$ cat config.mk
export PLATFORM = sky130hd
export DESIGN_NAME = ro_puf_eval
export DESIGN_NICKNAME = d
export VERILOG_FILES = /design/src/rtl/ro_puf_eval.sv
export SDC_FILE = /design/constraint.sdc
export NUM_CORES = 1
export LEC_CHECK = 0
export ABC_AREA = 1
export CAP_MARGIN = 20
export CELL_PAD_IN_SITES_DETAIL_PLACEMENT = 1
export CELL_PAD_IN_SITES_GLOBAL_PLACEMENT = 1
export CORE_AREA = 2 2 192 241
export CTS_BUF_LIST = sky130_fd_sc_hd__clkbuf_4 sky130_fd_sc_hd__clkbuf_8
export CTS_CLUSTER_DIAMETER = 50
export DETAILED_ROUTE_END_ITERATION = 8
export DIE_AREA = 0 0 194 243
export PLACE_DENSITY = 0.86
export SLEW_MARGIN = 40
export SYNTH_ARGS = -nofsm -noshare
export SYNTH_HDL_FRONTEND = slang
export SYNTH_SLANG_ARGS = --single-unit
export TNS_END_PERCENT = 30
$ cat constraint.sdc
create_clock -name clk -period 1.7 [get_ports clk]
set_clock_uncertainty 0.05 [all_clocks]
set_input_delay 0.34 -clock clk [delete_from_list [all_inputs] [get_ports clk]]
set_output_delay 0.34 -clock clk [all_outputs]
set_load 0.02 [all_outputs]
$ cat src/rtl/ro_puf_eval.sv
// Ring-oscillator PUF evaluation controller: settle, count selected RO edges per group, compare.
// Optional feature: define PUF_MAJORITY_VOTE_EN for VOTES measure/compare passes per request.
module ro_puf_eval #(
  parameter int GROUPS       = 4,
  parameter int RO_PER_GROUP = 16,
  parameter int CHA_W        = 4,
  parameter int CNT_W        = 16,
  parameter int SETTLE_CYC   = 16,
  parameter int WINDOW       = 1024,
  parameter int VOTES        = 3
) (
  input  logic                           clk,
  input  logic                           reset_n,
  input  logic                           start,
  input  logic [CHA_W-1:0]               cha0,
  input  logic [CHA_W-1:0]               cha1,
  input  logic [GROUPS*RO_PER_GROUP-1:0] ro_in,
  output logic                           ro_enable,
  output logic                           busy,
  output logic                           done,
  output logic [GROUPS-1:0]              response,
  output logic [GROUPS-1:0]              tie
);
  localparam int NRO     = GROUPS * RO_PER_GROUP;
  localparam int TMR_MAX = (SETTLE_CYC > WINDOW) ? SETTLE_CYC : WINDOW;
  localparam int TMR_W   = $clog2(TMR_MAX) + 1;

  if (VOTES < 1 || (VOTES % 2) == 0) begin : g_votes_chk
    $error("VOTES must be odd and at least 1");
  end

  typedef enum logic [2:0] {S_IDLE, S_SETTLE, S_MEASURE, S_COMPARE, S_DONE} state_t;

  state_t           state;
  logic [TMR_W-1:0] timer;
  logic [CHA_W-1:0] cha0_q, cha1_q;
  logic             cnt_clr, cnt_en;
  logic [GROUPS-1:0] edge_a, edge_b, gt, eq;

  // Two-flop synchroniser plus registered rising-edge detect on every RO input.
  logic [NRO-1:0] ro_s1, ro_s2, ro_s3, ro_edge;

  // NOTE: sequential state uses non-blocking assignments so every flop samples pre-edge values.
  always_ff @(posedge clk or negedge reset_n) begin
    if (!reset_n) begin
      ro_s1   <= '0;
      ro_s2   <= '0;
      ro_s3   <= '0;
      ro_edge <= '0;
    end else begin
      ro_s1   <= ro_in;
      ro_s2   <= ro_s1;
      ro_s3   <= ro_s2;
      ro_edge <= ro_s2 & ~ro_s3;
    end
  end

  assign cnt_clr = ((state == S_IDLE) && start) || (state == S_COMPARE);
  assign cnt_en  = (state == S_MEASURE);

  for (genvar g = 0; g < GROUPS; g++) begin : g_grp
    logic [RO_PER_GROUP-1:0] grp_edge;
    logic [CNT_W-1:0]        cnt_a, cnt_b;

    assign grp_edge  = ro_edge[g*RO_PER_GROUP +: RO_PER_GROUP];
    assign edge_a[g] = grp_edge[cha0_q];
    assign edge_b[g] = grp_edge[cha1_q];

    // Saturating counters: a fast oscillator pins at all-ones rather than wrapping past a slow one.
    always_ff @(posedge clk or negedge reset_n) begin
      if (!reset_n) begin
        cnt_a <= '0;
        cnt_b <= '0;
      end else if (cnt_clr) begin
        cnt_a <= '0;
        cnt_b <= '0;
      end else if (cnt_en) begin
        if (edge_a[g] && (cnt_a != '1)) cnt_a <= cnt_a + 1'b1;
        if (edge_b[g] && (cnt_b != '1)) cnt_b <= cnt_b + 1'b1;
      end
    end

    assign gt[g] = (cnt_a > cnt_b);
    assign eq[g] = (cnt_a == cnt_b);
  end

`ifdef PUF_MAJORITY_VOTE_EN
  localparam int VW = $clog2(VOTES + 1);
  localparam int PW = $clog2(VOTES) + 1;

  logic [VW-1:0]     vote_cnt [GROUPS];
  logic [PW-1:0]     pass;
  logic [GROUPS-1:0] all_eq, vote_win;

  // Final-pass tally includes the gt result being computed in this COMPARE cycle.
  always_comb begin
    // NOTE: default assignment first so the combinational block can never infer a latch.
    vote_win = '0;
    for (int g = 0; g < GROUPS; g++)
      vote_win[g] = ({1'b0, vote_cnt[g]} + {{VW{1'b0}}, gt[g]}) > (VW+1)'(VOTES / 2);
  end
`endif

  always_ff @(posedge clk or negedge reset_n) begin
    if (!reset_n) begin
      state     <= S_IDLE;
      timer     <= '0;
      cha0_q    <= '0;
      cha1_q    <= '0;
      busy      <= 1'b0;
      ro_enable <= 1'b0;
      done      <= 1'b0;
      response  <= '0;
      tie       <= '0;
`ifdef PUF_MAJORITY_VOTE_EN
      pass      <= '0;
      all_eq    <= '0;
      for (int g = 0; g < GROUPS; g++) vote_cnt[g] <= '0;
`endif
    end else begin
      done <= 1'b0;
      case (state)
        S_IDLE: if (start) begin
          cha0_q    <= cha0;
          cha1_q    <= cha1;
          timer     <= '0;
          busy      <= 1'b1;
          ro_enable <= 1'b1;
          state     <= S_SETTLE;
`ifdef PUF_MAJORITY_VOTE_EN
          pass      <= '0;
          all_eq    <= '1;
          for (int g = 0; g < GROUPS; g++) vote_cnt[g] <= '0;
`endif
        end
        S_SETTLE: begin
          if (timer == TMR_W'(SETTLE_CYC - 1)) begin
            timer <= '0;
            state <= S_MEASURE;
          end else begin
            timer <= timer + 1'b1;
          end
        end
        S_MEASURE: begin
          if (timer == TMR_W'(WINDOW - 1)) begin
            timer <= '0;
            state <= S_COMPARE;
          end else begin
            timer <= timer + 1'b1;
          end
        end
        S_COMPARE: begin
`ifdef PUF_MAJORITY_VOTE_EN
          for (int g = 0; g < GROUPS; g++) vote_cnt[g] <= vote_cnt[g] + VW'(gt[g]);
          all_eq <= all_eq & eq;
          if (pass == PW'(VOTES - 1)) begin
            response <= vote_win;
            tie      <= all_eq & eq;
            done     <= 1'b1;
            state    <= S_DONE;
          end else begin
            pass  <= pass + 1'b1;
            state <= S_MEASURE;
          end
`else
          response <= gt;
          tie      <= eq;
          done     <= 1'b1;
          state    <= S_DONE;
`endif
        end
        S_DONE: begin
          busy      <= 1'b0;
          ro_enable <= 1'b0;
          state     <= S_IDLE;
        end
        default: state <= S_IDLE;
      endcase
    end
  end

endmodule

# Word level (Yosys, flattened, before mapping)
# Cells that the tools add are included.
[classes]
addsub = 9
n_lt_le_gt_ge = 6
muxes = 51
n_eq_ne = 21
n_bitwise = 2
reduce_logical = 34
[ops]
columns = ["op", "n"]
rows = [
  ["$mux W16", 24],
  ["$add A16 B1 Y16 const B", 8],
  ["$ne A16 B16 Y1 const B", 8],
  ["$and A64 B64 Y64", 1],
  ["$eq A16 B16 Y1", 4],
  ["$gt A16 B16 Y1", 4],
  ["$not A64 Y64", 1],
  ["$mux W11", 3],
  ["$pmux W11 S3", 1],
  ["$bmux W1 S4", 8],
  ["$reduce_and A2 Y1", 11],
  ["$reduce_bool A2 Y1", 10],
  ["$pmux W3 S4", 1],
  ["$add A11 B1 Y11 const B", 1],
  ["$eq A11 B10 Y1 const B", 1],
  ["$eq A11 B4 Y1 const B", 1],
  ["$lt A4 B5 Y1 const B", 2],
  ["$mux W1", 10],
  ["$logic_and A1 B1 Y1", 9],
  ["$mux W3", 3],
  ["$eq A3 B2 Y1 const B", 2],
  ["$ne A2 B2 Y1 const B", 2],
  ["$eq A3 B1 Y1 const B", 1],
  ["$eq A3 B3 Y1 const B", 1],
  ["other kinds (6)", 6],
]
[word_totals]
word_cells = 143
ff_bits = 416
input_bits = 75

# Logic depth before layout (Yosys ltp)
[depth]
depth_word = 6
depth_mapped = 13

# Worst setup path before layout
# Ideal clock, no wire load.
[synth_path]
path_type = "flip-flop to flip-flop"
startpoint = "register g_grp[1].cnt_a[0]"
endpoint = "register g_grp[1].cnt_a[5]"
path_stages_with_launch = 10
t_required_ns = 1.532
synth_period_minus_slack_ns = 1.740
n_path_buf = 1
t_arrival_ns = 1.572
path_slack_ns = -0.040
cell_sequence = "dfrtp_1 -> ha_1 -> nand2_1 -> nor2_1 -> nand2_1 -> nor2_4 -> nand4_4 -> clkbuf_1 -> nand4_1 -> nand2_1"
[synth_between]
elab_chain_len = 4
elab_cells_between_ends = 8
classes_between = "add/sub (1); eq/ne (1); mux (3); reduce/logical (3)"
[synth_rtl]
columns = ["item", "line", "text"]
rows = [
  ["start, declared", "63", "logic [CNT_W-1:0] cnt_a, cnt_b;"],
  ["start signal, assigned", "78", "if (edge_a[g] && (cnt_a != '1)) cnt_a <= cnt_a + 1'b1;"],
  ["$add A16 B1 Y16 / $ne A16 B16 Y1 (equally long branches)", "78", ""],
  ["$mux W16 / $logic_and A1 B1 Y1 (equally long branches)", "78", ""],
  ["$mux W16 / $reduce_bool A2 Y1 (equally long branches)", "--", ""],
  ["$mux W16 / $reduce_and A2 Y1 (equally long branches)", "--", ""],
]
# Several ways; a longest one is shown, not always the timed one. The select of a mux whose other input is x is not followed.
# A chain may end at the register's enable or synchronous reset.

# Worst setup path in the final report
[layout_path]
startpoint = "register g_grp[2].cnt_a[1]"
endpoint = "register g_grp[2].cnt_a[7]"
[layout_between]
elab_chain_len = 4
elab_cells_between_ends = 8
classes_between = "add/sub (1); eq/ne (1); mux (3); reduce/logical (3)"
[layout_rtl]
columns = ["item", "line"]
rows = [
  ["start, declared", "63"],
  ["start signal, assigned", "78"],
  ["$add A16 B1 Y16 / $ne A16 B16 Y1 (equally long branches)", "78"],
  ["$mux W16 / $logic_and A1 B1 Y1 (equally long branches)", "78"],
  ["$mux W16 / $reduce_bool A2 Y1 (equally long branches)", "--"],
  ["$mux W16 / $reduce_and A2 Y1 (equally long branches)", "--"],
]
# Several ways; a longest one is shown, not always the timed one. The select of a mux whose other input is x is not followed.

==> flow_summary_export.csv <==
group,metric,value,unit
logic_synthesis,synth_top_flop_cell,"dfrtp_1",
timing,hold_violations,0,
grt,grt_pass1_vias,20600,
finish,layout-drive-gt1-share,26.0,%
critical_path,crit_path_frequent_cell,"nand2_1",
cts,cts.sink_count,416,
critical_path,arrival,3.14,ns
detailed_routing,vias_per_cell,5.81,
timing,hold-worst-slack,0.0470,ns
placed_design,io_buffers,85,
logic_synthesis,yosysSeqAreaShare,53.5,%
die,die_x,194,um
cts,htreeDepth,3,
die,die_height,243,um
grt,use_met2,53.3,%
critical_path,critPathMaxStageDelay,0.48,ns
timing,fin_ws,-0.902,ns
logic_synthesis,avgSynthCellArea,8.81,um^2
logic_synthesis,async_flop_share,100,%
finish,area_delta_synth_final,33.5,%
detailed_routing,ant_nets,0,
finish,layout.nets,2739,
cts,clock_latency,0.71,ns
critical_path,worstPathCellList,"buf_4 > nand2_1 > nor2_2 > nand2_1 > buf_4 > xor2_1 > inv_1 > nand4_1 > nand2_1",
detailed_routing,initialDrtViolationCount,1191,
grt,track_usage,28.8,%
critical_path,worst_ep_required_time,2.24,ns
status,violations,"negative setup slack",
critical_path,worstSetupEndpointType,"register",
timing,max_slew_margin,61.0,%
critical_path,critPathKind,"register to register",
timing,slew_viol_final,0,
grt,grt-ovfl-total,0,
timing,tightest_slew,0.583,ns
power_and_ir_drop,p_leak,13.4,nW
die,ioPinCount,86,
finish,fillers,5018,
die,initial_utilization,43.4,%
critical_path,crit_fanout,5,
grt,grt_busiest_layer,"met2",
detailed_routing,dr.pass1.iters,9,
grt,antenna_found_initial,2,
power_and_ir_drop,ir_worst_vdd,0.937,mV
critical_path,critical-path-top-delay-family,"simple AND/OR/NAND/NOR gates",
critical_path,cp-start-kind,"register",
timing,fin_crit_sh,153,%
logic_synthesis,syn-num-nets,2357,
die,fp-row-count,87,
timing,rsz0062_at_grt,"true",
critical_path,crit_path_top_delay_cell,"xor2_1",
timing,setup_tns,-34.20,ns
detailed_routing,vias,18700,
cts,cts_buffer_depth,3,
logic_synthesis,ys_types,39,
critical_path,critPathBufInv,3,
finish,mostFrequentLayoutCell,"nand2_1",
grt,met1_usage,29.1,%
placed_design,place_hpwl,41700,um
grt,grt_pass1_wl,108000,um
logic_synthesis,synth_edf_count,0,
finish,final_cell_mix,"nand2_1, dfrtp_1, inv_1",
detailed_routing,wl_per_cell,24.4,um
die,core-area,44800,um^2
power_and_ir_drop,pwr_density_cell,1370,nW/um^2
placed_design,gp_congestion,0.898,
status,status,"complete, but fails checks",
logic_synthesis,synth_area,19500,um^2
timing,finalSetupViolCount,147,
min_path,hp-class,"input port to register",
logic_synthesis,syn_inst,2209,
detailed_routing,drt-total-wl,78600,um
logic_synthesis,yosysWarningCount,0,
cts,cts_tree,"yes",
logic_synthesis,synth-seq-cells,416,
detailed_routing,drc,0,
grt,grt_max_degree,65,
timing,fmax,384,MHz
cts,cts-root-buf,"clkbuf_8",
grt,grt.met3_usage,4.89,%
run,drv_cap,0,
timing,finalCriticalPeriod,2.60,ns
die,die-area,47100,um^2
cts,clk_pin_slew,0.08,ns
cts,cts-buffers-inserted,69,
==> synth_stat cells (2+ instances only) <==
cell type	instances	area share [%]
buf_2	35	0.90
xnor2_1	12	0.54
nor3_1	16	0.41
clkbuf_1	11	0.21
nand4_1	110	3.5
nor2_1	185	3.6
nand3_2	10	0.51
nor2_2	9	0.29
o21bai_1	3	0.12
buf_1	4	0.077
o21ai_0	38	0.98
inv_2	12	0.23
buf_6	7	0.41
nor2_4	6	0.35
nand3b_1	2	0.077
a21oi_1	42	1.1
clkinv_1	2	0.039
o21ai_1	2	0.051
dfrtp_1	416	53
xor2_1	71	3.2
a41oi_1	2	0.090
buf_4	14	0.54
nand2_1	489	9.4
nand3_1	272	7.0
ha_1	73	4.7
a31oi_1	2	0.064
nand2_2	7	0.23
o211ai_1	16	0.62
or2_2	2	0.064
inv_1	326	6.3
nand4_4	5	0.55
==> per-stage QoR <==
step           utilization (%)  instances  total power (W)  setup WS (ns)  cell area (um^2)
2_1_floorplan                -       2209           0.0166        0.00488             19500
3_3_place_gp              50.9       3057           0.0209         -0.119             22800
3_5_place_dp              50.9       3057           0.0215         -0.203             22800
4_1_cts                   56.1       3201           0.0329         -0.149             25200
5_1_grt                   57.9       3220           0.0366         -0.887             26000
6_report                  57.9       3221           0.0355         -0.902             26000
==> layout make-up <==
| class | count | area [um^2] | share of cell area, % |
|---|---|---|---|
| tap | 578 | 723 | 2.78 |
| inverter | 340 | 1300 | 5.01 |
| sequential | 416 | 10400 | 40.1 |
| antenna | 1 | 2.50 | 0.00963 |
| clock inverter | 14 | 175 | 0.674 |
| multi-input combinational | 1383 | 8420 | 32.4 |
| timing repair buffer | 381 | 3540 | 13.6 |
| clock buffer | 108 | 1390 | 5.36 |
==> registers in the layout, indices dropped and copies added, names as in the netlist <==
signal       count
ro_s1           64
state            3
g_grp.cnt_a     64
ro_s2           64
ro_s3           64
timer           11
tie              4
cha0_q           4
cha1_q           4
ro_edge         64
g_grp.cnt_b     64
done             1
response         4
busy             1
==> path summary, 6_finish.rpt <==
| kind | to | slack, ns | startpoint | cells after the start |
|---|---|---|---|---|
| max in group asynchronous | ro_s3[27]$_DFF_PN0_ | 0.76 | reset_n | 4 |
| worst max-delay path | g_grp[2].cnt_a[7]$_DFFE_PN0P_ | -0.90 | g_grp[2].cnt_a[1]$_DFFE_PN0P_ | 9 |
| worst min register to register | ro_s2[1]$_DFF_PN0_ | 0.29 | ro_s1[1]$_DFF_PN0_ | 0 |
| min in group asynchronous | response[0]$_DFFE_PN0P_ | 0.08 | reset_n | 2 |
| worst max register to register | g_grp[2].cnt_a[7]$_DFFE_PN0P_ | -0.90 | g_grp[2].cnt_a[1]$_DFFE_PN0P_ | 9 |
| worst min-delay path | ro_s1[55]$_DFF_PN0_ | 0.05 | ro_in[55] | 1 |
==> per-layer routing <==
layer	part of all wire (%)	vias up
met5	0.017	-
met1	33	9253
li1	-	7824
met3	6.4	509
met4	8.7	2
met2	52	1120
==> where the power goes <==
| part | internal (W) | leakage [nW] | total [W] | switching (W) |
|---|---|---|---|---|
| sequential | 0.0106 | 5.21 | 0.0113 | 0.000678 |
| clock | 0.00570 | 0.827 | 0.0102 | 0.00454 |
| combinational | 0.00514 | 7.35 | 0.0140 | 0.00881 |
| total | 0.0215 | 13.4 | 0.0355 | 0.0140 |
==> what timing repair did <==
item	in CTS	in global routing
hold buffers	1	0
endpoints found under the setup margin	158	149
resized for setup	191	171
hold endpoints to repair	306	0
setup buffers	18	20
pin swaps	60	55
cloned	3	1
==> kinds of logic (layout without fill, tap and decap cells) <==
group,Yosys count,after routing,synth area share [%]
other,0,1,0
flip-flops,416,416,53.5
buffers and inverters,411,843,8.69
XOR/XNOR,83,83,3.74
adder cells (fa/ha/maj),73,73,4.69
AO/OA/AOI/OAI,109,109,3.15
AND/OR/NAND/NOR,1117,1118,26.2
Note: power is estimated with default switching activity, not from simulation.
